### config.mk
export PLATFORM = sky130hd
export DESIGN_NAME = mul16_seq_dp
export DESIGN_NICKNAME = d
export VERILOG_FILES = /design/src/rtl/mul16_seq_dp.sv
export SDC_FILE = /design/constraint.sdc
export NUM_CORES = 1
export LEC_CHECK = 0
export BUFFER_PORTS_ARGS = -buffer_cell sky130_fd_sc_hd__buf_4
export CORE_UTILIZATION = 55
export DETAILED_ROUTE_END_ITERATION = 8
export PLACE_DENSITY = 0.76
export SYNTH_ARGS = -nofsm -noshare
export SYNTH_HDL_FRONTEND = slang
export SYNTH_SLANG_ARGS = --single-unit
### constraint.sdc
create_clock -name clk -period 4.91 [get_ports clk]
set_input_delay 0.2455 -clock clk [delete_from_list [all_inputs] [get_ports clk]]
set_output_delay 0.2455 -clock clk [all_outputs]
set_load 0.05 [all_outputs]
### src/rtl/mul16_seq_dp.sv
// Shift-add multiplier datapath (16x16 -> 32, unsigned) driven by an external
// 4-bit iteration controller through init / ld / fin strobes. One iteration per
// ld edge; the product is captured on fin and flagged with a one-cycle vld.
module mul16_seq_dp (
  input  logic        clk,
  input  logic        rst_b,
  input  logic        i_init,
  input  logic        i_ld,
  input  logic        i_fin,
  input  logic [15:0] i_x,
  input  logic [15:0] i_y,
  output logic [3:0]  o_itr,
  output logic [31:0] o_prod,
  output logic        o_vld,
  output logic        o_err
);

  logic [15:0] r_m;      // multiplicand
  logic [16:0] r_a;      // partial sum plus carry
  logic [15:0] r_q;      // multiplier, shifts out as low product bits arrive
  logic [3:0]  r_cnt;    // iteration index
  logic        r_armed;  // iterations still outstanding for the current job
  logic        r_done;   // a job has completed since the last init
  logic [31:0] r_prod;
  logic        r_vld;
  logic        r_err;

  logic [16:0] w_sum;

  // Conditional add of the multiplicand; A[16] is always zero after a shift,
  // so adding the full 17-bit A is the same as adding {1'b0, A[15:0]}.
  always_comb begin
    w_sum = r_a + (r_q[0] ? {1'b0, r_m} : 17'd0);
  end

  // Operand load, iteration, product capture and protocol checking.
  always_ff @(posedge clk or negedge rst_b) begin
    if (!rst_b) begin
      r_m     <= '0;
      r_a     <= '0;
      r_q     <= '0;
      r_cnt   <= '0;
      r_armed <= 1'b0;
      r_done  <= 1'b0;
      r_prod  <= '0;
      r_vld   <= 1'b0;
      r_err   <= 1'b0;
    end else begin
      // NOTE: non-blocking assignments mean every rule below reads the pre-edge
      // state, so a fin arriving with ld judges the capture on the old armed.
      r_vld <= 1'b0;
      if (i_init) begin
        r_m     <= i_x;
        r_q     <= i_y;
        r_a     <= '0;
        r_cnt   <= '0;
        r_armed <= 1'b1;
        r_done  <= 1'b0;
        r_err   <= 1'b0;
      end else begin
        if (i_ld) begin
          if (r_armed) begin
            {r_a, r_q} <= {1'b0, w_sum, r_q[15:1]};
            r_cnt      <= r_cnt + 4'd1;
            if (r_cnt == 4'd15) begin
              r_armed <= 1'b0;
              r_done  <= 1'b1;
            end
          end else begin
            r_err <= 1'b1;
          end
        end
        if (i_fin) begin
          if (!r_armed && r_done) begin
            r_prod <= {r_a[15:0], r_q};
            r_vld  <= 1'b1;
          end else begin
            r_err <= 1'b1;
          end
        end
      end
    end
  end

  assign o_itr  = r_cnt;
  assign o_prod = r_prod;
  assign o_vld  = r_vld;
  assign o_err  = r_err;

endmodule

==> metrics.log <==
INFO  metric diodes_inserted = 0
INFO  metric worst_path_largest_cell_delay = about 0.65 ns
INFO  metric finalSetupViolations = 0
INFO  metric power.static_leakage = 2.63 nW
INFO  metric postSynthNetCount = 438
INFO  metric cts_tree = yes
INFO  metric seqPwrFrac = 0.508
INFO  metric dpl_ws = 2.11 ns
INFO  metric power_frac_clock = 0.356
INFO  metric hpwlAfterDp = 5.96 mm
INFO  metric io_buffers = 74
INFO  metric fp.coreArea = around 7400 um2
INFO  metric cts_resized = 0
INFO  metric full_die_area = 8200 um2
INFO  metric startpoint_type = flop
INFO  metric share_of_final_layout_standard_cells_stronger_than_drive_strength_1 = 0.314
INFO  metric std_cell_rows = 31
INFO  metric synth_seq_area_share = 0.510
INFO  metric fin_ws = 2.09 ns
INFO  metric pwrdens = 304 nW/um2
INFO  metric timing.clock.skew = ~0.0085 ns
INFO  metric wire_length_of_the_first_global_routing_pass = 14.9 mm
INFO  metric status = complete, no violations
INFO  metric max-clock-path-buffers = 2
INFO  metric synth_top_flop_cell = sky130_fd_sc_hd__dfrtp_1
INFO  metric finalMaxSlewViolations = 0
INFO  metric synth.lib_cells_used.distinct = 44
INFO  metric max_freq = 354 MHz
INFO  metric number_of_synthesized_flops_with_an_enable_pin = 0
INFO  metric die_height = 90.6 um
INFO  metric timing.setup.tns = 0 ns
INFO  metric regToRegEndpoint = r_a[9]
INFO  metric synth.ff_latch_count = 88
INFO  metric drv_cap = 0
INFO  metric h-tree-depth = 3
INFO  metric crit_required = around 5.2 ns
INFO  metric dpl-instance-area = approximately 5000 um2
INFO  metric synth-warning-count = 0
INFO  metric p_comb_frac = 0.136
INFO  metric worstPathMaxFanout = 18
INFO  metric cp_cell_sequence = and2_1 -> ha_1 -> inv_1 -> fa_1 -> nor2b_1 -> o211a_1 -> o31a_1 -> nand2_1 -> a2111oi_0 -> nand3b_1
INFO  metric syn_area_per_cell = around 11 um2
INFO  metric synth_area = 4310 um2
INFO  metric synth_cells = between 300 and 400
INFO  metric all_layer_global_routing_usage = 0.228
INFO  metric wl_per_cell = 15.9 um
INFO  metric timing_worst_setup_path_type = reg2reg
INFO  metric worst_r2r_startpoint = r_q[0]
INFO  metric finalInstanceArea = 5170 um2
INFO  metric design.portCount = 75
INFO  metric postCtsSetupBuffers = 0
INFO  metric cts.sinks = 88
INFO  metric most-common-layout-cells = sky130_fd_sc_hd__dfrtp_1 (88), sky130_fd_sc_hd__buf_4 (77), sky130_fd_sc_hd__mux2_2 (48)
INFO  metric worst_setup_path_end_kind = flop
INFO  metric setup_repair_after_global_routing_missed_its_margin = false
INFO  metric grt_start_max_net_pins = 89
INFO  metric crit_path_top_delay_cell = sky130_fd_sc_hd__dfrtp_1
INFO  metric synthToLayoutAreaGrowth = 20.0%
INFO  metric layout.cells.most_common = sky130_fd_sc_hd__dfrtp_1
INFO  metric clk_pin_slew_worst_paths = 0.09 ns
INFO  metric firstDrtPassIters = 4
INFO  metric worst_reg_to_reg_cells = 10
INFO  metric worst-path-buf-inv = 1
INFO  metric detail_route.iter0.violations = between 100 and 150
INFO  metric worst_slew_margin_rel = 0.294
INFO  metric p_sw = just over 0.4 mW
INFO  metric gp_congestion = 0.844
INFO  metric nNetsFinal = just over 500
INFO  metric final.min_clock_period = 2.82 ns
INFO  metric final-hold-violation-count = 0
INFO  metric initial_antenna_violation_count = 0
INFO  metric ir_drop = roughly 240 uV
INFO  metric min_period_over_period = 0.575
INFO  metric detail_route.drc_violations = 0
INFO  metric vias_per_cell = 5.61
INFO  metric initial_core_util = 0.582
INFO  metric switching_share = 0.259
INFO  metric synth-async-reset-ratio = 1.00
INFO  metric insertion_delay = around 0.35 ns
INFO  metric die_x_extent = 90.6 um
INFO  metric cts.root.buffer_cell = sky130_fd_sc_hd__clkbuf_8
INFO  metric intPower = 1.16 mW
INFO  metric grt.overflow.total = 0
INFO  metric critPathTopFamily = compound AO/OA/AOI/OAI gates
INFO  metric drt-total-wl = 8.88 mm
INFO  metric total_clock_buffers_created_by_cts = 9
INFO  metric hp-class = in2async
INFO  metric routed-via-count = 3131
INFO  metric antenna_violating_nets_post_route = 0
INFO  metric vias_in_the_first_global_route = 3134
INFO  metric worst_slew_pin_slew = approximately 1.1 ns
INFO  metric timing.critical_path.arrival = 3.10 ns
INFO  metric cts_hold_buffers = 0
INFO  metric regToRegSetupSlack = about 2.1 ns
INFO  metric fin_worst_hold_slack = 0.0695 ns
## cells by family after synthesis
family | after synthesis | synth area share
fa+ha+maj | 18 | 0.0539
flops | 88 | 0.510
simple gates | 102 | 0.114
compound gates | 77 | 0.117
xor+xnor | 9 | 0.0183
buf+inv | 24 | 0.0218
mux | 65 | 0.165
## metal layers
layer	GRT usage	routed length, um	part of all wire
met1	0.287	3790	0.43
met2	0.379	4410	0.50
met3	0.0690	586	0.066
met4	0.0672	97	0.011
met5	0	0	0
## worst max path at each step
| stage | cells past startpoint | endpoint | start |
|---|---|---|---|
| 6_report | 10 | r_a[9] | r_q[0] |
| 3_3_place_gp | 10 | r_a[15] | r_q[0] |
| 3_5_place_dp | 10 | r_a[9] | r_q[0] |
| 4_1_cts | 10 | r_a[9] | r_q[0] |
| 5_1_grt | 10 | r_a[9] | r_q[0] |
| 2_1_floorplan | 11 | r_a[15] | r_q[0] |
## layout make-up
| cell class | count | area (um2) |
|---|---|---|
| clock buffer | 12 | 145 |
| sequential | 88 | 2200 |
| fill | 593 | 2230 |
| timing repair buffer | 77 | 578 |
| multi-input combinational | 271 | 2020 |
| tap | 99 | 124 |
| clock inverter | 4 | 76.3 |
| inverter | 7 | 26.3 |
## metrics by stage
stage          instances  utilization  total power, mW
2_1_floorplan        383            -            0.947
3_3_place_gp         542        0.669             1.02
3_5_place_dp         542        0.669             1.03
4_1_cts              558        0.699             1.58
5_1_grt              558        0.699             1.64
6_report             558        0.699             1.57
## flip-flops by register name, indices dropped and copies added, names as in the netlist
signal and count:
o_err 1, r_q 16, o_vld 1, r_a 16, r_done 1, o_prod 32
o_itr 4, r_armed 1, r_m 16
## synthesized netlist by cell type, types with 4 or more instances
cell                       number  area share
sky130_fd_sc_hd__dfrtp_1       88        0.51
sky130_fd_sc_hd__mux2_2        48        0.13
sky130_fd_sc_hd__nand2_1       39       0.034
sky130_fd_sc_hd__o21ai_0       27       0.031
sky130_fd_sc_hd__ha_1          17       0.049
sky130_fd_sc_hd__mux2i_1       17       0.039
sky130_fd_sc_hd__and2_1        16       0.023
sky130_fd_sc_hd__nor2_1        16       0.014
sky130_fd_sc_hd__a21oi_1       15       0.017
sky130_fd_sc_hd__clkbuf_1      11      0.0096
sky130_fd_sc_hd__inv_1          7      0.0061
sky130_fd_sc_hd__a21o_1         5      0.0087
sky130_fd_sc_hd__and3_1         5      0.0073
sky130_fd_sc_hd__nand3_1        5      0.0058
sky130_fd_sc_hd__nand4_1        5      0.0073
sky130_fd_sc_hd__nor3_1         5      0.0058
sky130_fd_sc_hd__xor2_1         5       0.010
sky130_fd_sc_hd__a22o_1         4      0.0081
sky130_fd_sc_hd__nor2b_1        4      0.0058
sky130_fd_sc_hd__o21a_1         4      0.0070
sky130_fd_sc_hd__xnor2_1        4      0.0081
## worst register-to-register path, delay by kind of cell (launching register included)
| family | cells | cell delay (ns) |
|---|---|---|
| AND/OR/NAND/NOR | 4 | 0.68 |
| adder cells (fa/ha/maj) | 2 | 0.54 |
| AO/OA/AOI/OAI | 3 | 0.84 |
| flip-flops | 1 | 0.65 |
| buffers and inverters | 1 | 0.06 |
## power by group through the flow
stage | combinational (mW) | clock, mW | sequential, mW
after floorplan | 0.141 | 0 | 0.806
after global placement | 0.208 | 0 | 0.811
after detailed placement | 0.213 | 0 | 0.813
after CTS | 0.215 | 0.566 | 0.799
after global routing | 0.239 | 0.600 | 0.804
final | 0.214 | 0.560 | 0.798
(Power assumes the default switching activity.)
